==> src/rtl/jk_bank_driver_pkg.sv <==
// rtl/jk_bank_driver_pkg.sv - opcodes, FSM encoding and JK excitation helper for jk_bank_driver
package jk_bank_driver_pkg;

    localparam logic [2:0] OP_NOP    = 3'd0;
    localparam logic [2:0] OP_LOAD   = 3'd1;
    localparam logic [2:0] OP_SET    = 3'd2;
    localparam logic [2:0] OP_CLEAR  = 3'd3;
    localparam logic [2:0] OP_TOGGLE = 3'd4;
    localparam logic [2:0] OP_INC    = 3'd5;
    localparam logic [2:0] OP_DEC    = 3'd6;
    localparam logic [2:0] OP_CLRERR = 3'd7;

    typedef enum logic [1:0] {
        ST_INIT  = 2'd0,
        ST_IDLE  = 2'd1,
        ST_DRIVE = 2'd2,
        ST_CHECK = 2'd3
    } state_t;

    // Returns {j,k} moving one JK flop from cur to nxt on the next capture edge.
    function automatic logic [1:0] excite_bit(input logic cur, input logic nxt,
                                              input logic use_toggle);
        if (cur == nxt)
            return 2'b00;
        else if (nxt)
            return {1'b1, use_toggle};
        else
            return {use_toggle, 1'b1};
    endfunction

endpackage

==> src/rtl/jk_bank_driver_excite.sv <==
// rtl/jk_bank_driver_excite.sv - word-wide combinational J/K excitation from current/next state
module jk_excite
    import jk_bank_driver_pkg::*;
#(
    parameter int WIDTH      = 8,
    parameter int USE_TOGGLE = 1
) (
    input  logic [WIDTH-1:0] cur,
    input  logic [WIDTH-1:0] nxt,
    output logic [WIDTH-1:0] j,
    output logic [WIDTH-1:0] k
);

    localparam logic TGL = (USE_TOGGLE != 0);

    for (genvar i = 0; i < WIDTH; i++) begin : g_bit
        assign {j[i], k[i]} = excite_bit(cur[i], nxt[i], TGL);
    end

endmodule

==> src/rtl/jk_bank_driver.sv <==
// rtl/jk_bank_driver.sv - drives a JK flop bank from word commands and checks its Q feedback
module jk_bank_driver
    import jk_bank_driver_pkg::*;
#(
    parameter int WIDTH      = 8,
    parameter int USE_TOGGLE = 1
) (
    input  logic             clk,
    input  logic             rst_n,
    input  logic             cmd_valid,
    output logic             cmd_ready,
    input  logic [2:0]       cmd_op,
    input  logic [WIDTH-1:0] cmd_data,
    output logic [WIDTH-1:0] j,
    output logic [WIDTH-1:0] k,
    input  logic [WIDTH-1:0] q_fb,
    output logic [WIDTH-1:0] shadow,
    output logic             done,
    output logic             err
);

    state_t           state;
    logic [WIDTH-1:0] target;
    logic [WIDTH-1:0] target_next;
    logic [WIDTH-1:0] ex_j;
    logic [WIDTH-1:0] ex_k;

    assign cmd_ready = (state == ST_IDLE);

    always_comb begin
        target_next = shadow;
        case (cmd_op)
            OP_LOAD:   target_next = cmd_data;
            OP_SET:    target_next = shadow | cmd_data;
            OP_CLEAR:  target_next = shadow & ~cmd_data;
            OP_TOGGLE: target_next = shadow ^ cmd_data;
            OP_INC:    target_next = shadow + WIDTH'(1);
            OP_DEC:    target_next = shadow - WIDTH'(1);
            default:   target_next = shadow;
        endcase
    end

    // Excitation is computed from the pre-handshake shadow so j/k are ready in DRIVE.
    jk_excite #(
        .WIDTH      (WIDTH),
        .USE_TOGGLE (USE_TOGGLE)
    ) u_excite (
        .cur (shadow),
        .nxt (target_next),
        .j   (ex_j),
        .k   (ex_k)
    );

    always_ff @(posedge clk or negedge rst_n) begin
        if (!rst_n) begin
            state  <= ST_INIT;
            j      <= '0;
            k      <= '1;
            shadow <= '0;
            target <= '0;
            done   <= 1'b0;
            err    <= 1'b0;
        end else begin
            done <= 1'b0;
            j    <= '0;
            k    <= '0;
            case (state)
                ST_INIT: state <= ST_IDLE;
                ST_IDLE: begin
                    if (cmd_valid) begin
                        if (cmd_op == OP_CLRERR) begin
                            err  <= 1'b0;
                            done <= 1'b1;
                        end else begin
                            target <= target_next;
                            j      <= ex_j;
                            k      <= ex_k;
                            state  <= ST_DRIVE;
                        end
                    end
                end
                ST_DRIVE: begin
                    shadow <= target;
                    state  <= ST_CHECK;
                end
                ST_CHECK: begin
                    // Resync to the real bank so later commands excite from its actual state.
                    if (q_fb != shadow) begin
                        err    <= 1'b1;
                        shadow <= q_fb;
                    end
                    done  <= 1'b1;
                    state <= ST_IDLE;
                end
                default: state <= ST_INIT;
            endcase
        end
    end

endmodule

==> config.mk <==
export PLATFORM = sky130hd
export DESIGN_NAME = jk_bank_driver
export DESIGN_NICKNAME = d
export VERILOG_FILES = /design/src/rtl/jk_bank_driver_pkg.sv /design/src/rtl/jk_bank_driver_excite.sv /design/src/rtl/jk_bank_driver.sv
export SDC_FILE = /design/constraint.sdc
export NUM_CORES = 1
export LEC_CHECK = 0
export ABC_AREA = 0
export CORE_ASPECT_RATIO = 0.5
export CORE_MARGIN = 4
export CORE_UTILIZATION = 45
export CTS_CLUSTER_SIZE = 28
export DETAILED_ROUTE_END_ITERATION = 10
export DONT_BUFFER_PORTS = 1
export PLACE_DENSITY = 0.72
export RECOVER_POWER = 100
export SLEW_MARGIN = 20
export SYNTH_ARGS = -nofsm -noshare
export SYNTH_HDL_FRONTEND = slang
export SYNTH_SLANG_ARGS = --single-unit
==> constraint.sdc <==
create_clock -name clk -period 2.15 [get_ports clk]
set_clock_uncertainty 0.15 [all_clocks]
set_input_delay 0.215 -clock clk [delete_from_list [all_inputs] [get_ports clk]]
set_output_delay 0.215 -clock clk [all_outputs]
set_load 0.03 [all_outputs]
==> run metrics, run 1 <==
Boundary Pins=~50; CTS tree=yes; kind of critical path=flop to flop; row count=19; worst-margin pin slew=slightly below 0.9 ns; Synth top area share=0.2639; die height=between 60 and 70 um; Routed Antenna Nets=0; Vias/cell=roughly 6.2; final hold vios=0; Rel. slew slack=0.4154; Top FF cell, synth=dfrtp_1; DIE AREA=between 7000 and 8000 um2; final worst-path cycle share=1.033; Yosys Warn Count=0; failing checks=negative setup slack; Min-Delay Path Class=input pin to flop; via count=2460; #FFs+latches synth=36; Max H-tree Level=2; post-synth cell types=52; Finished Layout Cells=approximately 400; PortBufs=0; Starting Density=0.4753; root buf cell=clkbuf_16; Seq/Total Area, Yosys=0.3431; syn_area_per_cell=8.763 um2; antenna cells=0; Worst Setup Slack, final=-0.07006 ns; wire per inst=about 20 um; Final min period=around 2.2 ns; initial drt markers=approximately 280; placed insts=about 380; core region area=between 5000 and 6000 um2; commonest non-fill, non-tap cells in the layout=buf_4 (29), nand2_1 (25), dfrtp_1 (24), nor2_1 (21), ha_1 (20); PwrDens=around 1400 nW/um2; Async SR Flop Fraction=1.000; CP max FO=7; NumNets Final=about 370; Leakage=between 1 and 1.5 nW; dpl hpwl=5623 um; leading post-synthesis cells by cell area=dfrtp_1 (26%), ha_1 (9.9%), dfstp_2 (7.9%); Setup crit start kind=flop; post-synth net total=346; overall global routing resource usage=0.2117; Final setup viols=2; worst skew pair latency=between 0.2 and 0.3 ns; sum of negative setup slack=-0.1320 ns; CTS sink count=36; RSZ-0062 raised after global routing=true; area delta synth->final=18.90%; initial antenna violation count=0; max_cap viols=0; TritonRoute pass-1 iters=5; Die W=116.6 um; outcome=complete, but fails checks; CTS clk-pin slew, worst paths=about 0.050 ns; TritonCTS Buffers=5; critical path endpoint category=flop; vias in the first global route=between 2000 and 2500; Post-Syn Area=about 2700 um2; Critical Path RT=between 2 and 2.5 ns; gpl congestion=roughly 0.89; hold slack final=approximately 0.0056 ns; gr ovfl total=0; Routed WL=7788 um; Pins Over Slew Limit=0; first-pass GRT wire length=12080 um; pre-CTS setup slack=0.03004 ns; most common cell after layout, fill and taps aside=buf_4; CTS Buffer Depth=2; f_max=450.4 MHz; Remaining DRCs=0; largest net degree at the start of global routing=37; Post-Synthesis Cells=approximately 300; Overall Power=approximately 0.0045 W; biggest area consumer among synthesized cells=dfrtp_1; VDD IR max=around 0.00064 V; critical path arrival=between 2 and 2.5 ns; number of synthesized flops with an enable pin=0; share of cells above drive strength 1=0.2222
==> worst max-delay path, stage by stage, from the launching register on <==
cell,delay (ns)
dfrtp_2,0.42
buf_6,0.14
or3_4,0.40
nor3_4,0.20
mux2i_1,0.14
or4_4,0.58
o311ai_4,0.08
==> kinds of logic (layout without fill, tap and decap cells) <==
| family | after synthesis | after routing | share of synthesized area |
|---|---|---|---|
| compound gates | 91 | 91 | 0.2295 |
| xor+xnor | 12 | 12 | 0.03958 |
| fa+ha+maj | 21 | 21 | 0.09896 |
| buf+inv | 42 | 63 | 0.07493 |
| flops | 36 | 36 | 0.3431 |
| mux | 13 | 13 | 0.04901 |
| simple gates | 88 | 88 | 0.1649 |
==> timing repair <==
item / CTS / global route
setup buffers: 0 / 7
endpoints found under the setup margin: 0 / 18
gates resized for setup: 0 / 21
hold buffers: 3 / 0
hold endpoints to repair: 37 / 0
==> flip-flops by register name, indices dropped and copies added, names as in the netlist <==
signal,flops
k,8
target,8
state,2
j,8
err,1
shadow,8
done,1
==> area by class of cell <==
type	instances	area, um2
clock buffers	8	156.4
fillers	475	2430
inverters	22	82.58
multi-input cells	225	1657
flip-flops and latches	36	915.9
well taps	73	91.34
repair buffers	33	254.0
==> report_power, final <==
part	leakage (nW)	switching (W)	total, W	internal, W
combinational	0.903	0.00139	0.00235	0.000963
clock	0.0772	0.000265	0.000758	0.000493
sequential	0.423	0.000418	0.00137	0.000957
total	1.40	0.00207	0.00449	0.00241
==> through the flow <==
step,instance area (um2),util
6_report,3157,0.5651
5_1_grt,3157,0.5651
4_1_cts,3015,0.5398
3_5_place_dp,2819,0.5046
3_3_place_gp,2819,0.5046
2_1_floorplan,2678,-
==> worst paths after layout <==
kind	slack (ns)	end	startpoint	cells past startpoint
min in group asynchronous	0.50	target[5]	rst_n	2
worst min register to register	0.35	target[1]	target[1]	2
worst max-delay path	-0.07	j[5]	shadow[1]	6
max in group asynchronous	0.75	shadow[1]	rst_n	2
worst min-delay path	0.006	shadow[5]	q_fb[5]	2
worst max register to register	-0.07	j[5]	shadow[1]	6
==> synth_stat cells, types with 2 or more instances <==
cell	n
o21a_1	2
or4_1	3
a21oi_1	24
o21ai_0	19
and2_1	3
or3_1	4
o211ai_1	8
o311ai_0	3
xnor2_1	2
nor2b_1	2
nand3_1	11
buf_2	12
buf_6	2
dfrtp_1	28
a221oi_1	6
nor4_1	3
mux2i_1	13
ha_1	21
inv_1	20
a211o_1	3
buf_4	3
o31ai_1	3
and3_1	4
a21o_1	3
nor2_1	21
clkbuf_1	2
clkinv_1	2
nand2_1	25
o22ai_1	3
a31oi_1	6
xor2_1	10
dfstp_2	8
nor3_1	4
and3b_1	2
==> metal layers <==
layer	vias to the layer above	track usage	wire [um]	share of wire
met1	1193	0.2824	3129	0.40
met4	0	0.05722	91	0.012
met3	13	0.08535	938	0.12
met5	-	0	0	0
met2	129	0.3177	3629	0.47
li1	1125	-	-	-
Note: power is estimated with default switching activity, not from simulation.
==> run 2: changes to the inputs <==
Settings changed: CORE_UTILIZATION 45 to 46, PLACE_DENSITY 0.72 to 0.73.
==> run 2 against run 1 <==
  * The run ends with negative hold slack left
  * Worst setup slack better by 0.080 ns
  * Power shrank 2.5%
  * Sequential power barely moved
  * Critical endpoint is now j[2]
  * Cell count shrank 0.50%
==> run metrics, run 2 (synthesis gave the netlist of run 1 again) <==
wire per inst=18.85 um (-3.9%); CTS clk-pin slew, worst paths=0.06 ns (about the same); area delta synth->final=16.97%; clock network fraction of design power=0.174 (+0.005); row count=19 (unchanged); gpl congestion=0.9664 (+8.4%); final hold vios=1 (+1); internal power=0.002359 W (-2.2%); core region area=5539 um2 (-0.85%); WHS Path Cells=2 (unchanged); CTS tree=yes; combinational share of power=0.514 (-0.011); failing checks=negative hold slack; critical path arrival=2.19 ns (-0.06 ns); dpl hpwl=5512 um (-2.0%); largest net degree at the start of global routing=37 (unchanged); antenna cells=0 (unchanged); kind of critical path=flop to flop; Setup crit start kind=flop; die height=61.72 um (-0.95%); worst skew pair latency=0.28 ns (about the same); worst r2r dst=j[2]; Remaining DRCs=0 (unchanged); gr ovfl total=0 (unchanged); outcome=complete, but fails checks; final worst-path cycle share=0.9953 (-0.03731); TritonRoute pass-1 iters=6 (+1); commonest non-fill, non-tap cells in the layout=nand2_1 (25), dfrtp_1 (25), buf_4 (24), nor2_1 (21), ha_1 (20); sw frac=0.4610 (-0.001281); Pins Over Slew Limit=0 (unchanged); overall global routing resource usage=0.2168 (+0.005092); Max H-tree Level=2 (unchanged); PortBufs=0 (unchanged); root buf cell=clkbuf_16; NumNets Final=364 (-0.55%); CTS Buffer Depth=2 (unchanged); CTS sink count=36 (unchanged); r2r setup slk=0.01 ns (+0.08 ns); Starting Density=0.4793 (+0.004079); r2r worst-path depth=8 (+2); CP max FO=5 (-2); f_max=467.3 MHz (+3.7%); Worst Setup Slack, final=0.01016 ns (+0.08022 ns); Final setup viols=0 (-2); hold slack final=-0.0003068 ns (-0.005956 ns); critical path endpoint category=flop; worst hold endpoint=shadow[5]; vias in the first global route=2207 (-7.5%); RR Startpoint=shadow[1]; PwrDens=1409 nW/um2 (-0.86%); worst-margin pin slew=0.8989 ns (+0.02200 ns); Leakage=1.368 nW (-2.5%); max_cap viols=0 (unchanged); Die W=115.4 um (-1.0%); P_sw=0.002018 W (-2.7%); first-pass GRT wire length=11800 um (-2.3%); Rel. slew slack=0.4007 (-0.01467); part of the power in registers=0.312 (+0.006); Boundary Pins=49 (unchanged); pre-CTS setup slack=-0.03498 ns (-0.06501 ns); Util after Layout=0.5607 (-0.004411); initial drt markers=268 (-3.6%); RSZ-0062 raised after global routing=true; Routed Antenna Nets=0 (unchanged); VDD IR max=0.0006201 V (-3.1%); Min-Delay Path Class=input pin to flop; via count=2404 (-2.3%); DIE AREA=7125 um2 (-2.0%); Critical Path RT=2.20 ns (+0.02 ns); Routed WL=7444 um (-4.4%); TritonCTS Buffers=5 (unchanged); initial antenna violation count=0 (unchanged); Vias/cell=6.086 (-1.8%); share of cells above drive strength 1=0.1925 (-0.02968); Final min period=2.140 ns (-0.08021 ns); HP Start=q_fb[5]
==> run 2: cell count changes in the layout (fill, tap and decap cells not counted), sizes merged <==
| cell | change |
|---|---|
| buf | -5 |
| clkbuf | +4 |
| dlygate4sd3 | -1 |
==> run 2: worst max-delay path by stage <==
stage / from / endpoint
after floorplan: shadow[1] / j[2]
after global placement: shadow[5] / j[5]
after detailed placement: shadow[5] / j[5]
after CTS: shadow[7] / j[7]
after global routing: shadow[1] / j[2]
final: shadow[1] / j[2]
==> run 2: power groups by stage <==
stage	logic [W]	registers (W)	clock network, W
floorplan	0.00142	0.00141	0
global placement	0.00206	0.00136	0
detailed placement	0.00213	0.00137	0
CTS	0.00217	0.00136	0.000767
global route	0.00245	0.00140	0.000798
finish	0.00225	0.00136	0.000764
==> run 2: area by class of cell <==
type | instances | area [um2]
Clock buffer | 8 | 156.4
Sequential cell | 36 | 914.6
Fill cell | 461 | 2434
Inverter | 22 | 82.58
Timing Repair Buffer | 31 | 230.2
Multi-Input combinational cell | 225 | 1630
Tap cell | 73 | 91.34
==> run 2: timing repair <==
item                                    4_1_cts  5_1_grt
buffers inserted                              0        3
hold buffers                                  2        0
pin swaps                                     0        7
gates cloned                                  0        0
endpoints found under the hold margin        36        0
resized for setup                             1       16
endpoints found under the setup margin        2       14
==> run 2: worst max-delay path: stages (launching register included) <==
cell and delay [ns]:
dfrtp_2 0.43, inv_2 0.07, xnor2_1 0.07, ha_2 0.21
o21a_1 0.19, o21ai_2 0.15, a21oi_2 0.09, or4_4 0.54
a21oi_4 0.16
==> run 2: layer usage <==
layer	vias up	wire length (um)	global-route usage
met5	-	0	0
met4	0	66	0.04682
met3	9	824	0.06867
met2	120	3325	0.3470
met1	1146	3227	0.2935
li1	1129	-	-
==> run 2: stage by stage <==
step / setup TNS (ns) / total power, W / area (um2) / cells
after global routing: -0.5673 / 0.004651 / 3105 / 395
after detailed placement: -0.05678 / 0.003500 / 2854 / 382
after CTS: 0 / 0.004301 / 3048 / 392
after global placement: 0 / 0.003418 / 2854 / 382
after floorplan: -0.1229 / 0.002828 / 2678 / 303
final: 0 / 0.004376 / 3105 / 395
